$ cat src/rtl/big_fv_bank_arbiter_pkg.sv
// Shared types for the Big feature-value bank front-end arbiter: controller
// request packet, arbiter state encoding and default sizing.
package big_fv_bank_arbiter_pkg;

  localparam int FV_NUM_EDGE_PE  = 4;
  localparam int FV_MAX_NODE_ID  = 256;
  localparam int FV_NODE_W       = $clog2(FV_MAX_NODE_ID);
  localparam int FV_BANDWIDTH    = 64;
  localparam int FV_PE_TAG_W     = $clog2(FV_NUM_EDGE_PE);
  localparam int FV_STARVE_LIMIT = 8;

  typedef enum logic [2:0] {
    ARB_IDLE = 3'd0,
    RD_ISSUE = 3'd1,
    RD_WAIT  = 3'd2,
    WB_BURST = 3'd3,
    WB_WAIT  = 3'd4
  } big_fv_arb_state_t;

  // rd_wr: 0 = PE read, 1 = output-buffer write-back beat
  typedef struct packed {
    logic                    valid;
    logic                    rd_wr;
    logic [FV_NODE_W-1:0]    Node_id;
    logic [FV_PE_TAG_W-1:0]  PE_tag;
    logic [FV_BANDWIDTH-1:0] data;
    logic                    wr_eos;
  } Req2Output_SRAM_Bank;

endpackage

$ cat src/rtl/big_fv_bank_arbiter_rr.sv
// NUM_PE-way round-robin picker: first asserted request at or after ptr,
// wrapping; returns one-hot grant, its index and an any-request flag.
module rr_arbiter #(
  parameter int NUM_PE = 4,
  parameter int IDX_W  = (NUM_PE > 1) ? $clog2(NUM_PE) : 1
) (
  input  logic [NUM_PE-1:0] req,
  input  logic [IDX_W-1:0]  ptr,
  output logic [NUM_PE-1:0] grant,
  output logic [IDX_W-1:0]  idx,
  output logic              any
);

  always_comb begin
    grant = '0;
    idx   = '0;
    any   = |req;
    // Scan from the farthest offset back so the nearest request wins last.
    for (int k = NUM_PE - 1; k >= 0; k--) begin
      int j;
      j = int'(ptr) + k;
      if (j >= NUM_PE) j = j - NUM_PE;
      if (req[IDX_W'(j)]) idx = IDX_W'(j);
    end
    if (any) grant[idx] = 1'b1;
  end

endmodule

$ cat src/rtl/big_fv_bank_arbiter.sv
// Shares one bank-controller request port between NUM_PE Edge PE readers and
// one write-back source; holds each grant until the controller is idle again.
module big_fv_bank_arbiter
  import big_fv_bank_arbiter_pkg::*;
#(
  parameter int NUM_PE       = FV_NUM_EDGE_PE,
  parameter int NODE_W       = FV_NODE_W,
  parameter int STARVE_LIMIT = FV_STARVE_LIMIT
) (
  input  logic                          clk,
  input  logic                          reset,
  input  logic                          bank_available,
  input  logic                          stream_mode,
  input  logic [NUM_PE-1:0]             pe_rd_req,
  input  logic [NUM_PE-1:0][NODE_W-1:0] pe_rd_node_id,
  output logic [NUM_PE-1:0]             pe_rd_ack,
  input  logic                          wb_req,
  input  logic [NODE_W-1:0]             wb_node_id,
  input  logic [FV_BANDWIDTH-1:0]       wb_data,
  input  logic                          wb_eos,
  output logic                          wb_ready,
  output Req2Output_SRAM_Bank           req_pkt,
  output logic                          busy,
  output logic                          protocol_err,
  output big_fv_arb_state_t             dbg_state_o
);

  localparam int IDX_W = (NUM_PE > 1) ? $clog2(NUM_PE) : 1;
  localparam int SW    = $clog2(STARVE_LIMIT + 1);
  localparam logic [SW-1:0] STARVE_MAX = SW'(STARVE_LIMIT);

  big_fv_arb_state_t   state_q, state_d;
  Req2Output_SRAM_Bank pkt_q, pkt_d;
  logic [IDX_W-1:0]    rr_ptr_q, rr_ptr_d;
  logic [SW-1:0]       starve_q, starve_d;
  logic                perr_q, perr_d;

  logic [NUM_PE-1:0]   rd_grant;
  logic [IDX_W-1:0]    rd_idx;
  logic                rd_any;
  logic                grant_ok;
  logic                wb_win;

  rr_arbiter #(
    .NUM_PE (NUM_PE),
    .IDX_W  (IDX_W)
  ) u_rr (
    .req   (pe_rd_req),
    .ptr   (rr_ptr_q),
    .grant (rd_grant),
    .idx   (rd_idx),
    .any   (rd_any)
  );

  // Handshakes: a PE read is taken in the cycle pe_rd_ack[i] pulses (request
  // held until then); a write-back beat is taken when wb_req && wb_ready.
  // Reset gates the grant so no ack/ready escapes while reset is asserted.
  assign grant_ok = reset && bank_available && !stream_mode;
  // Write-back loses only to a pending read once it has hit the starve limit.
  assign wb_win   = wb_req && ((starve_q < STARVE_MAX) || !rd_any);

  always_comb begin
    state_d   = state_q;
    pkt_d     = '0;
    rr_ptr_d  = rr_ptr_q;
    starve_d  = starve_q;
    perr_d    = perr_q;
    pe_rd_ack = '0;
    wb_ready  = 1'b0;
    case (state_q)
      ARB_IDLE: begin
        if (grant_ok && wb_win) begin
          wb_ready      = 1'b1;
          pkt_d.valid   = 1'b1;
          pkt_d.rd_wr   = 1'b1;
          pkt_d.Node_id = FV_NODE_W'(wb_node_id);
          pkt_d.data    = wb_data;
          pkt_d.wr_eos  = wb_eos;
          if (rd_any && (starve_q < STARVE_MAX)) starve_d = starve_q + 1'b1;
          state_d = wb_eos ? WB_WAIT : WB_BURST;
        end else if (grant_ok && rd_any) begin
          pe_rd_ack     = rd_grant;
          pkt_d.valid   = 1'b1;
          pkt_d.Node_id = FV_NODE_W'(pe_rd_node_id[rd_idx]);
          pkt_d.PE_tag  = FV_PE_TAG_W'(rd_idx);
          rr_ptr_d      = (rd_idx == IDX_W'(NUM_PE - 1)) ? '0 : rd_idx + 1'b1;
          starve_d      = '0;
          state_d       = RD_ISSUE;
        end
      end
      RD_ISSUE: state_d = RD_WAIT;
      RD_WAIT, WB_WAIT: begin
        if (bank_available) state_d = ARB_IDLE;
      end
      WB_BURST: begin
        wb_ready = 1'b1;
        if (wb_req) begin
          pkt_d.valid   = 1'b1;
          pkt_d.rd_wr   = 1'b1;
          pkt_d.Node_id = FV_NODE_W'(wb_node_id);
          pkt_d.data    = wb_data;
          pkt_d.wr_eos  = wb_eos;
          if (wb_eos) state_d = WB_WAIT;
        end else begin
          // Source gapped: keep the last beat's fields, drop valid, flag it.
          pkt_d       = pkt_q;
          pkt_d.valid = 1'b0;
          perr_d      = 1'b1;
        end
      end
      default: state_d = ARB_IDLE;
    endcase
  end

  always_ff @(posedge clk or negedge reset) begin
    if (!reset) begin
      state_q  <= ARB_IDLE;
      pkt_q    <= '0;
      rr_ptr_q <= '0;
      starve_q <= '0;
      perr_q   <= 1'b0;
    end else begin
      state_q  <= state_d;
      pkt_q    <= pkt_d;
      rr_ptr_q <= rr_ptr_d;
      starve_q <= starve_d;
      perr_q   <= perr_d;
    end
  end

  assign req_pkt      = pkt_q;
  assign busy         = (state_q != ARB_IDLE);
  assign protocol_err = perr_q;
  assign dbg_state_o  = state_q;

endmodule

$ cat config.mk
export PLATFORM = sky130hd
export DESIGN_NAME = big_fv_bank_arbiter
export DESIGN_NICKNAME = d
export VERILOG_FILES = /design/src/rtl/big_fv_bank_arbiter_pkg.sv /design/src/rtl/big_fv_bank_arbiter_rr.sv /design/src/rtl/big_fv_bank_arbiter.sv
export SDC_FILE = /design/constraint.sdc
export NUM_CORES = 1
export LEC_CHECK = 0
export BUFFER_PORTS_ARGS = -buffer_cell sky130_fd_sc_hd__buf_2
export CELL_PAD_IN_SITES_DETAIL_PLACEMENT = 1
export CELL_PAD_IN_SITES_GLOBAL_PLACEMENT = 1
export CORE_MARGIN = 2
export CORE_UTILIZATION = 33
export CTS_CLUSTER_SIZE = 8
export DETAILED_ROUTE_END_ITERATION = 7
export HOLD_SLACK_MARGIN = 0.03
export PLACE_DENSITY_LB_ADDON = 0.1
export SLEW_MARGIN = 10
export SYNTH_ARGS = -nofsm -noshare
export SYNTH_HDL_FRONTEND = slang
export SYNTH_SLANG_ARGS = --single-unit
$ cat constraint.sdc
create_clock -name clk -period 2.8 [get_ports clk]
set_input_delay 0.7 -clock clk [delete_from_list [all_inputs] [get_ports clk]]
set_output_delay 0.7 -clock clk [all_outputs]
set_load 0.01 [all_outputs]
======== Word level (Yosys, flattened, before mapping) ========
Cells that the tools add are included.
cells by class
  add/sub/neg operators ................... 9
  equality and inequality tests ........... 10
  mux-type cells .......................... 51
  bitwise gates (word level) .............. 2
  $lt $le $gt $ge ......................... 11
  reduce and logical (&&, ||, !) cells .... 19
operator list
  cell                 count
  $pmux 77 s2          1
  $mux 65              2
  $mux 4               7
  $mux 2               11
  $mux 10              2
  $mux 3               6
  $bmux 8 s2           1
  $lt 2x4->1 const B   4
  $mux 8               2
  $mux 1               12
  $pmux 3 s4           1
  $ge 3x3->1 const B   3
  $bmux 1 s2           4
  $sub 2x1->2 const B  4
  $logic_and 1x1->1    7
  $add 2x2->3 const B  2
  $eq 3x2->1 const B   2
  $ne 2x2->1 const B   3
  $reduce_and 3->1     2
  $add 4x1->4 const B  1
  $lt 4x4->1 const B   1
  $reduce_and 4->1     1
  $reduce_or 4->1      1
  $add 2x1->3 const B  1
  other kinds (19)     21
storage, ports and cells
  input bits .............................. 114
  logic and storage cells ................. 112
  register bits ........................... 87

======== Logic depth before layout (Yosys ltp) ========
Gate-level depths: netlist (run 1).
  depth after elaboration ................. 18
  depth in mapped cells ................... 7
  mapped depth without buffers ............ 6

======== Modules after synthesis ========
From an unflattened synthesis (run 1), not the netlist that was laid out.
second synthesis, totals
  cells, all modules ...................... 426
  area, all modules ....................... 4075.2 um2
modules (own cells, without submodules)
  module               cells each  area an instance (um2)  instances  seq. area each (um2)
  big_fv_bank_arbiter  392         3856.2                  1          2177.1
  rr_arbiter           34          219.0                   1          0.0

======== Worst setup path before layout (run 1) ========
OpenSTA, ideal clock, no wires.
  kind .................................... input port to output port
  start ................................... in pe_rd_req[2]
  end ..................................... out pe_rd_ack[0]
  buffers on the path ..................... 1
  slack ................................... 250 ps
  data arrival time ....................... 1850 ps
  stages on the path ...................... 7
  cells stage by stage .................... nand2b_1 a21o_1 clkbuf_1 and3_1 inv_2 ha_1 and2_1
on the way
  longest elaborated chain between the ends .. 15
ends and longest elaborated chain
  item                                                                   line                          text
  start, declared                                                        big_fv_bank_arbiter.sv:14     input logic [NUM_PE-1:0] pe_rd_req,
  $bmux 1 s2                                                             big_fv_bank_arbiter_rr.sv:23  if (req[IDX_W'(j)]) idx = IDX_W'(j);
  $mux 1 (not written as such) (2 in series)                             big_fv_bank_arbiter_rr.sv:23
  $mux 2 (4 in series)                                                   big_fv_bank_arbiter_rr.sv:23
  $lt 2x3->1 (not written as such) / $ge 2x1->1 (equally long branches)  big_fv_bank_arbiter_rr.sv:25  if (any) grant[idx] = 1'b1;
  $logic_and 1x1->1 (not written as such)                                big_fv_bank_arbiter_rr.sv:25
  $mux 1 (not written as such)                                           big_fv_bank_arbiter_rr.sv:25
  $demux 1 s2                                                            -
  $mux 4                                                                 big_fv_bank_arbiter_rr.sv:25
  $mux 4                                                                 big_fv_bank_arbiter.sv:81     end else if (grant_ok && rd_any) begin
  $mux 4 *                                                               big_fv_bank_arbiter.sv:72     if (grant_ok && wb_win) begin
  $mux 4 *                                                               big_fv_bank_arbiter.sv:70     case (state_q)
  end, declared                                                          big_fv_bank_arbiter.sv:16     output logic [NUM_PE-1:0] pe_rd_ack,
Mark *: on every way between the ends. The rest lies on a longest branch, timed or not. The select of a mux whose other input is x is not followed.

======== Final worst setup path (run 1) ========
  start ................................... in pe_rd_req[1]
  end ..................................... out wb_ready
on the way
  longest elaborated chain between the ends .. 7
ends and longest elaborated chain
  item               line                          text
  $reduce_or 4->1    big_fv_bank_arbiter_rr.sv:17  any = |req;
  $logic_not 1->1    big_fv_bank_arbiter.sv:60     assign wb_win = wb_req && ((starve_q < STARVE_MAX) || !rd_any);
  $logic_or 1x1->1   big_fv_bank_arbiter.sv:60
  $logic_and 1x1->1  big_fv_bank_arbiter.sv:60
  $logic_and 1x1->1  big_fv_bank_arbiter.sv:72
  $mux 1             big_fv_bank_arbiter.sv:72
  $pmux 1 s2         big_fv_bank_arbiter.sv:70
  end, declared      big_fv_bank_arbiter.sv:21     output logic wb_ready,
Every way passes these cells.

==> impl_results.md, run 1 <==
* Post-Syn Nets at 438
* Sw Share at 31.5%
* DRC viols at 0
* Area delta synth->final at 37.7%
* TNS Setup at 0 ns
* Clock slew at reported path FFs at 0.06 ns
* Cts hold-fix bufs at 0
* Commonest cells after routing, fill and taps aside: buf_2 (199), dfrtp_1 (87), a22o_1 (64)
* Vias in the first global route at 3,401
* Most used DFF post-synth: dfrtp_1
* Synth Instances at 319
* Reg-to-Reg Start: dbg_state_o[2]
* Register area share after synthesis at 57.1%
* Finish-stage setup viols at 0
* Comb pwr share at 27.1%
* Worst Path Buf+Inv at 2
* Max incr delay on CP at 0.58 ns
* Largest net degree at the start of global routing at 79
* Global route total overflow at 0
* Die height at 111 um
* Crit path time final at 2.72 ns
* Via Count at 3,391
* Post-cts gate resize count at 0
* CTS tree: done
* Cell Area, Synth at 0.00381 sq mm
* Achievable frequency at 0.368 GHz
* Ant. Diodes at 0
* Cell accounting for the most synthesized area: dfrtp_1
* Post-route ant nets at 0
* Yosys warns at 0
* Setup bufs post-CTS at 0
* Avg Inst Size Synth at 12.0 sq um
* Peak VDD IR at 0.257 mV
* Async S/R FF share, synth at 100%
* Clock Path Buffers at 2
* Clk Tree Root Cell: clkbuf_16
* First-pass GRT wire length at 18.6 mm
* Fin crit share at 97.0%
* NetSw at 1.17 mW
* Detailed placer's ending HPWL at 8.32 mm
* Worst path top cell family by delay: simple AND/OR/NAND/NOR gates
* Crit end category: output port
* CP Class: in -> out
* Clock Latency Late Sink at 0.33 ns
* CTS Sinks at 87
* Core area at 0.0114 sq mm
* # port buffers at 200
* RSZ-0062 raised after global routing: false
* Initial DRC count at 236
* Final hold vios at 0
* CP Cell Sequence: buf_2 > or4_4 > a21oi_4 > nand3_1 > a21oi_1 > buf_2
* Final nets at 640
* Htree depth at 3
* Initial antenna violation count at 0
* Outcome: complete, no violations
* Slew headroom at 48.2%
* Final setup skew at 0.00893 ns
* Least-Margin Pin Slew at 0.777 ns
* #FFs+latches synth at 87
* CP Launch Type: primary input
* Leakage at 2.96 nW
* Number of synthesized flops with an enable pin at 0
* Layout cell share with drive strength beyond 1 at 44.9%
* Post-layout worst setup margin at 0.0844 ns
* Cell Rows at 39
* Final core area utilization at 46.2%
* Yosys cell types at 44
* CTS buffer count at 9
* Pwr/cell area at 708 mW/mm^2
* DIE WIDTH at 111 um
* I/O pins at 201
* Min-delay worst type: in -> async
* Fillers at 1,298
* Crit path max fanout at 5
* First-pass DRT Iterations at 4
* MaxCap Viol Count at 0
* CP dominant cell by count: buf_2
* Required time of the worst setup path at 2.10 ns
* Die ar. at 0.0124 sq mm
* Most common cell after layout, fill and taps aside: buf_2
* CP max stage cell: or4_4
* Initial Util at 33.5%
* Area share of the largest cell type after synthesis at 57.1%
* Internal at 2.55 mW
* Sequential power share at 41.2%
* Worst Setup SP: pe_rd_req[1]
* WL final at 11.6 mm
* Routability Congestion at 0.882
* Slew Limit Fails at 0
* Routed WL per cell at 17.3 um
* Vias per inst at 5.07
* Clock power share at 31.8%
* Worst Path Arrival at 2.02 ns
* Pre-CTS setup slack at 0.0807 ns
* Ranking of synthesized cells by area: dfrtp_1 (57%), a22o_1 (15%), mux2i_1 (2.4%)
* GR Util All Layers at 18.7%
## stage by stage
stage / instance area [sq um] / std cells / hold WS [ns] / power (mW)
detailed placement: 4960 / 653 / 0.458 / 2.57
floorplan: 3810 / 319 / 0.404 / 2.15
CTS: 5250 / 669 / 0.413 / 3.76
global route: 5250 / 669 / 0.428 / 3.93
global placement: 4960 / 653 / 0.450 / 2.55
finish: 5250 / 669 / 0.403 / 3.72
## area by class of cell
type / count / area [sq um] / area share (%)
Clock buffer: 11 / 233 / 4.43
Clock inverter: 5 / 56.3 / 1.07
Inverter: 14 / 52.6 / 1.00
Multi-Input combinational cell: 196 / 1430 / 27.2
Sequential cell: 87 / 2180 / 41.5
Tap cell: 143 / 179 / 3.41
Timing Repair Buffer: 213 / 1130 / 21.4
## power groups by stage
| stage | registers (mW) | clock network, mW | logic [mW] |
|---|---|---|---|
| 6_report | 1.53 | 1.18 | 1.01 |
| 3_5_place_dp | 1.55 | 0 | 1.02 |
| 5_1_grt | 1.55 | 1.27 | 1.11 |
| 4_1_cts | 1.53 | 1.21 | 1.02 |
| 2_1_floorplan | 1.56 | 0 | 0.589 |
| 3_3_place_gp | 1.55 | 0 | 1.00 |
## path summary, 6_finish.rpt
check                      cells past startpoint  slack [ns]            to
setup / recovery                               6        0.08      wb_ready
max in group asynchronous                      3        1.31  protocol_err
hold / removal                                 2        0.40    req_pkt[1]
min in group clk                               1        0.47  protocol_err
hold reg to reg                                1        0.47  protocol_err
setup reg to reg                               6        0.78   req_pkt[72]
## kinds of logic after synthesis
| family | share of synthesized area (%) |
|---|---|
| AOI/OAI and AO/OA | 24.4 |
| xor gates and xnor gates | 0.460 |
| adders and majority gates | 1.64 |
| buffers and inverters | 5.61 |
| DFF | 57.1 |
| muxes | 2.66 |
| and+or+nand+nor | 8.17 |
## Yosys cell counts, types with 2 or more instances
cell type,number
ha_1,5
a211oi_1,2
a22o_1,64
nor3_1,12
a22oi_1,8
buf_8,6
clkbuf_1,11
a21o_1,4
mux2i_1,9
inv_1,13
and3_1,2
o211ai_1,8
dfrtp_1,87
nor2_1,7
nand2_1,20
o21ai_0,11
nand3_1,3
a31oi_1,9
and2_1,6
nand2b_1,3
buf_2,3
a21oi_1,4
## per-layer routing
metal  track usage [%]  wire [um]
met1              25.3       5190
met3              3.86        832
met4              7.33        197
met2              29.6       5350
met5                 0          0
## flip-flops by register name, summed over array words and instances (netlist names)
signal and count:
req_pkt 77, protocol_err 1, rr_ptr_q 2, dbg_state_o 3, starve_q 4
No activity file was read; power rests on OpenSTA's default activity.
==> run 2: changes to the inputs <==
--- a/config.mk
+++ b/config.mk
@@ -13,7 +13,7 @@
 export CTS_CLUSTER_SIZE = 8
 export DETAILED_ROUTE_END_ITERATION = 7
 export HOLD_SLACK_MARGIN = 0.03
-export PLACE_DENSITY_LB_ADDON = 0.1
+export PLACE_DENSITY = 0.79
 export SLEW_MARGIN = 10
 export SYNTH_ARGS = -nofsm -noshare
 export SYNTH_HDL_FRONTEND = slang
==> run 2 against run 1 <==
Net effect:
- worst hold slack improved by 0.0079 ns
- non-clock buffer count up 2
- register-to-register slack worse by 0.16 ns
- global-route usage is 0.12 points higher
- sequential share of layout area down 0.36 points
- maximum frequency rose by 1.3%
- power up 3.1%
- utilization rose by 0.41 points
- critical endpoint is now pe_rd_ack[2]
- largest power group unchanged
==> impl_results.md, run 2 (synthesis gave the netlist of run 1 again) <==
* Worst Path Arrival at 1.98 ns (-0.04 ns)
* Vias per inst at 5.22 (+3.0%)
* Outcome: complete, no violations
* CTS tree: done
* Peak VDD IR at 0.323 mV (+26%)
* DIE WIDTH at 111 um (unchanged)
* MaxCap Viol Count at 0 (unchanged)
* Die height at 111 um (unchanged)
* Leakage at 2.99 nW (+0.88%)
* Slew Limit Fails at 0 (unchanged)
* CP Class: in -> out
* Clock Latency Late Sink at 0.34 ns (about the same)
* Max reg flops at 77 (unchanged)
* Commonest cells after routing, fill and taps aside: buf_2 (199), dfrtp_1 (87), a22o_1 (64)
* Largest net degree at the start of global routing at 52 (-34%)
* Required time of the worst setup path at 2.10 ns (about the same)
* TNS Setup at 0 ns (unchanged)
* Via Count at 3,497 (+3.1%)
* Fin crit share at 95.7% (-1.3 points)
* RSZ-0062 raised after global routing: false
* Detailed placer's ending HPWL at 8.58 mm (+3.2%)
* Most common cell after layout, fill and taps aside: buf_2
* Crit path time final at 2.68 ns (-0.0361 ns)
* GR Util All Layers at 18.8% (+0.12 points)
* Final hold vios at 0 (unchanged)
* Htree depth at 3 (unchanged)
* First-pass GRT wire length at 18.8 mm (+1.1%)
* Clock Path Buffers at 2 (unchanged)
* Finish-stage setup viols at 0 (unchanged)
* Min-delay worst type: in -> async
* Setup bufs post-CTS at 0 (unchanged)
* Cts hold-fix bufs at 0 (unchanged)
* CTS buffer count at 9 (unchanged)
* Clk Tree Root Cell: clkbuf_16
* Pwr/cell area at 723 mW/mm^2 (+2.2%)
* First-pass DRT Iterations at 4 (unchanged)
* Core area at 0.0114 sq mm (unchanged)
* Least-Margin Pin Slew at 0.705 ns (-0.0725 ns)
* Vias in the first global route at 3,645 (+7.2%)
* Initial antenna violation count at 0 (unchanged)
* Routed WL per cell at 17.1 um (-1.2%)
* Initial DRC count at 287 (+22%)
* WL final at 11.5 mm (-1.0%)
* WHS at 0.411 ns (+0.00793 ns)
* CTS Sinks at 87 (unchanged)
* Post-route cell area at 0.00530 sq mm (+0.88%)
* Routability Congestion at 0.955 (+8.4%)
* Ant. Diodes at 0 (unchanged)
* Final setup skew at 0.00820 ns (-0.000731 ns)
* Pre-CTS setup slack at 0.119 ns (+0.0379 ns)
* Die ar. at 0.0124 sq mm (unchanged)
* Layout cell share with drive strength beyond 1 at 45.4% (+0.48 points)
* I/O pins at 201 (unchanged)
* Fillers at 1,302 (+0.31%)
* CP Launch Type: primary input
* # port buffers at 200 (unchanged)
* Area delta synth->final at 38.9%
* Post-cts gate resize count at 0 (unchanged)
* Final nets at 642 (+0.31%)
* Post-layout worst setup margin at 0.120 ns (+0.0361 ns)
* Global route total overflow at 0 (unchanged)
* Dpl cell area at 0.00498 sq mm (+0.30%)
* DRC viols at 0 (unchanged)
* Cell Rows at 39 (unchanged)
* Initial Util at 33.5% (unchanged)
* Crit end category: output port
* Slew headroom at 53.0% (+4.8 points)
* Achievable frequency at 0.373 GHz (+1.3%)
* Clock slew at reported path FFs at 0.06 ns (about the same)
* Post-route ant nets at 0 (unchanged)
* Crit path max fanout at 5 (unchanged)
run 2: changes by cell type in the layout (fill, tap and decap cells not counted):
cell	before	now
bufinv_16	1	2
clkbuf_1	2	0
clkbuf_8	0	1
buf_4	12	14
clkinv_2	2	1
run 2: layer usage:
layer  vias up  wire (um)  global-route usage [%]
li1       1600          -                       -
met1      1698       4900                    24.5
met2       181       5470                    30.1
met3        18        881                    4.84
met4         0        204                    7.49
met5         -          0                       0
run 2: power by group:
| part | internal (mW) | switching, mW |
|---|---|---|
| registers | 1.40 | 0.137 |
| clock network | 0.802 | 0.481 |
| logic | 0.459 | 0.551 |
run 2: area by class of cell:
cell class | instances | area, sq um | area share, %
tap | 143 | 179 | 3.38
timing repair buffer | 215 | 1140 | 21.5
multi-input combinational | 196 | 1430 | 26.9
sequential | 87 | 2180 | 41.1
clock buffer | 10 | 239 | 4.51
clock inverter | 5 | 81.3 | 1.54
inverter | 14 | 52.6 | 0.992
run 2: metrics by stage:
stage                     std cells  power (mW)  utilization [%]
after global placement          655        2.53             43.8
final                           670        3.83             46.6
after floorplan                 319        2.15                -
after global routing            670        4.05             46.6
after detailed placement        655        2.57             43.8
after CTS                       670        3.88             46.6
run 2: path summary, 6_finish.rpt:
check,from,endpoint,slack (ns),cells past startpoint
hold / removal,reset,req_pkt[0],0.41,2
min in group clk,protocol_err,protocol_err,0.47,1
setup reg to reg,dbg_state_o[2],req_pkt[71],0.62,6
hold reg to reg,protocol_err,protocol_err,0.47,1
setup / recovery,pe_rd_req[1],pe_rd_ack[2],0.12,6
max in group asynchronous,reset,req_pkt[18],1.38,3
run 2: critical path, stage by stage:
cell and delay (ns):
buf_2 0.13, or4_4 0.58, a21oi_4 0.20, nor2_2 0.08, and2_1 0.16, buf_2 0.13
==> run 3: changes to the inputs <==
--- a/config.mk
+++ b/config.mk
@@ -5,6 +5,7 @@
 export SDC_FILE = /design/constraint.sdc
 export NUM_CORES = 1
 export LEC_CHECK = 0
+export ABC_CLOCK_PERIOD_IN_PS = 2800
 export BUFFER_PORTS_ARGS = -buffer_cell sky130_fd_sc_hd__buf_2
 export CELL_PAD_IN_SITES_DETAIL_PLACEMENT = 1
 export CELL_PAD_IN_SITES_GLOBAL_PLACEMENT = 1
@@ -14,6 +15,7 @@
 export DETAILED_ROUTE_END_ITERATION = 7
 export HOLD_SLACK_MARGIN = 0.03
 export PLACE_DENSITY = 0.79
+export RECOVER_POWER = 25
 export SLEW_MARGIN = 10
 export SYNTH_ARGS = -nofsm -noshare
 export SYNTH_HDL_FRONTEND = slang
==> run 3 against run 2 <==
Net effect:
- global-route usage stayed put
- count of clock-buffer cells in the layout stayed put
- final cell count is the same
- via count is 0.23% higher
- clock power barely moved
- non-clock buffer count is the same
- design area down 0.69%
- sequential share of layout area up 0.28 points
- routed wire length up 0.17%
- flip-flop and latch count is the same
- register-to-register slack about the same
- power decreased by 0.17%
- largest cell class unchanged
- largest power group unchanged
==> impl_results.md, run 3 (synthesis gave the netlist of run 1 again) <==
* Worst Setup SP: pe_rd_req[1]
* Initial DRC count at 280 (-2.4%)
* CTS buffer count at 9 (unchanged)
* Commonest cells after routing, fill and taps aside: buf_2 (170), dfrtp_1 (87), a22o_1 (64)
* Dpl cell area at 0.00498 sq mm (unchanged)
* Worst Path Arrival at 1.98 ns (about the same)
* Achievable frequency at 0.373 GHz (about the same)
* Die height at 111 um (unchanged)
* Post-cts gate resize count at 0 (unchanged)
* Via Count at 3,505 (+0.23%)
* Final hold vios at 0 (unchanged)
* Fin crit share at 95.7% (about the same)
* First-pass DRT Iterations at 4 (unchanged)
* Post-route cell area at 0.00526 sq mm (-0.69%)
* Reg2Reg Depth at 6 (unchanged)
* WL final at 11.5 mm (+0.17%)
* Clock Path Buffers at 2 (unchanged)
* Worst Path Buf+Inv at 2 (unchanged)
* MaxCap Viol Count at 0 (unchanged)
* Setup bufs post-CTS at 0 (unchanged)
* Post-route ant nets at 0 (unchanged)
* Max reg flops at 77 (unchanged)
* Required time of the worst setup path at 2.10 ns (about the same)
* TNS Setup at 0 ns (unchanged)
* WP depth at 6 (unchanged)
* Die ar. at 0.0124 sq mm (unchanged)
* Vias per inst at 5.23 (+0.23%)
* First-pass GRT wire length at 18.8 mm (unchanged)
* Slew headroom at 53.4% (+0.38 points)
* CTS tree: done
* CP Launch Type: primary input
* Area delta synth->final at 38.0%
* Multi-input logic area at 0.00143 sq mm (unchanged)
* Most common cell after layout, fill and taps aside: buf_2
* CP Cell Sequence: buf_2 > or4_4 > a21oi_4 > nor2_2 > and2_1 > buf_2
* CP max stage cell: or4_4
* GR Util All Layers at 18.8% (unchanged)
* CP dominant cell by count: buf_2
* # port buffers at 200 (unchanged)
* CP Class: in -> out
* Cell Rows at 39 (unchanged)
* Global route total overflow at 0 (unchanged)
* Clock Latency Late Sink at 0.34 ns (about the same)
* Detailed placer's ending HPWL at 8.58 mm (unchanged)
* Largest net degree at the start of global routing at 52 (unchanged)
* Htree depth at 3 (unchanged)
* Initial Util at 33.5% (unchanged)
* Max incr delay on CP at 0.58 ns (about the same)
* FF/Latch Area at 0.00218 sq mm (unchanged)
* I/O pins at 201 (unchanged)
* Outcome: complete, no violations
* Final setup skew at 0.00836 ns (+0.000153 ns)
* Routed WL per cell at 17.1 um (+0.17%)
* R2r setup slk at 0.61 ns (about the same)
* Clk Tree Root Cell: clkbuf_16
* Least-Margin Pin Slew at 0.699 ns (-0.00577 ns)
* Leakage at 2.86 nW (-4.1%)
* Min-delay worst type: in -> async
* End of the critical path: pe_rd_ack[2]
* DRC viols at 0 (unchanged)
* Crit path max fanout at 5 (unchanged)
* Vias in the first global route at 3,645 (unchanged)
* Peak VDD IR at 0.322 mV (about the same)
* Crit path time final at 2.68 ns (-0.000470 ns)
* Cts hold-fix bufs at 0 (unchanged)
* Crit end category: output port
* FF-to-FF End: req_pkt[71]
* RSZ-0062 raised after global routing: false
* DIE WIDTH at 111 um (unchanged)
* Clock slew at reported path FFs at 0.06 ns (about the same)
* Fillers at 1,315 (+1.0%)
* CTS Sinks at 87 (unchanged)
* Routability Congestion at 0.955 (unchanged)
* Finish-stage setup viols at 0 (unchanged)
* Reg-to-Reg Start: dbg_state_o[2]
* Worst path top cell family by delay: simple AND/OR/NAND/NOR gates
* Final nets at 642 (unchanged)
* Ant. Diodes at 0 (unchanged)
* Slew Limit Fails at 0 (unchanged)
* Initial antenna violation count at 0 (unchanged)
* Layout cell share with drive strength beyond 1 at 39.8% (-5.5 points)
* Pwr/cell area at 727 mW/mm^2 (+0.52%)
* Core area at 0.0114 sq mm (unchanged)
[run 3: cell type report]
class / count / area share (%)
multi-input combinational: 196 / 27.1
sequential: 87 / 41.4
timing repair buffer: 215 / 21.0
clock buffer: 10 / 4.54
clock inverter: 5 / 1.55
tap: 143 / 3.40
inverter: 14 / 0.999
[run 3: per-stage QoR]
stage	instances	setup slack (ns)	hold WS, ns	util, %	power, mW
6_report	670	0.121	0.435	46.3	3.82
5_1_grt	670	0.0222	0.469	46.3	4.05
4_1_cts	670	0.115	0.432	46.6	3.88
3_5_place_dp	655	0.119	0.456	43.8	2.57
3_3_place_gp	655	0.124	0.449	43.8	2.53
2_1_floorplan	319	0.250	0.404	-	2.15
[run 3: how the worst min path moves through the flow]
stage	startpoint	end	slack, ns
floorplan	reset	dbg_state_o[0]	0.40
global placement	protocol_err	protocol_err	0.45
detailed placement	protocol_err	protocol_err	0.46
CTS	reset	rr_ptr_q[0]	0.43
global route	reset	req_pkt[75]	0.47
finish	reset	req_pkt[0]	0.44
[run 3: power breakdown]
group          switching (mW)  internal [mW]
logic                   0.551          0.449
registers               0.138           1.40
clock network           0.482          0.802
[run 3: metal layers]
layer	GRT usage [%]	routed length [um]
met4	7.49	211
met5	0	0
met2	30.1	5440
met3	4.84	860
met1	24.5	4960
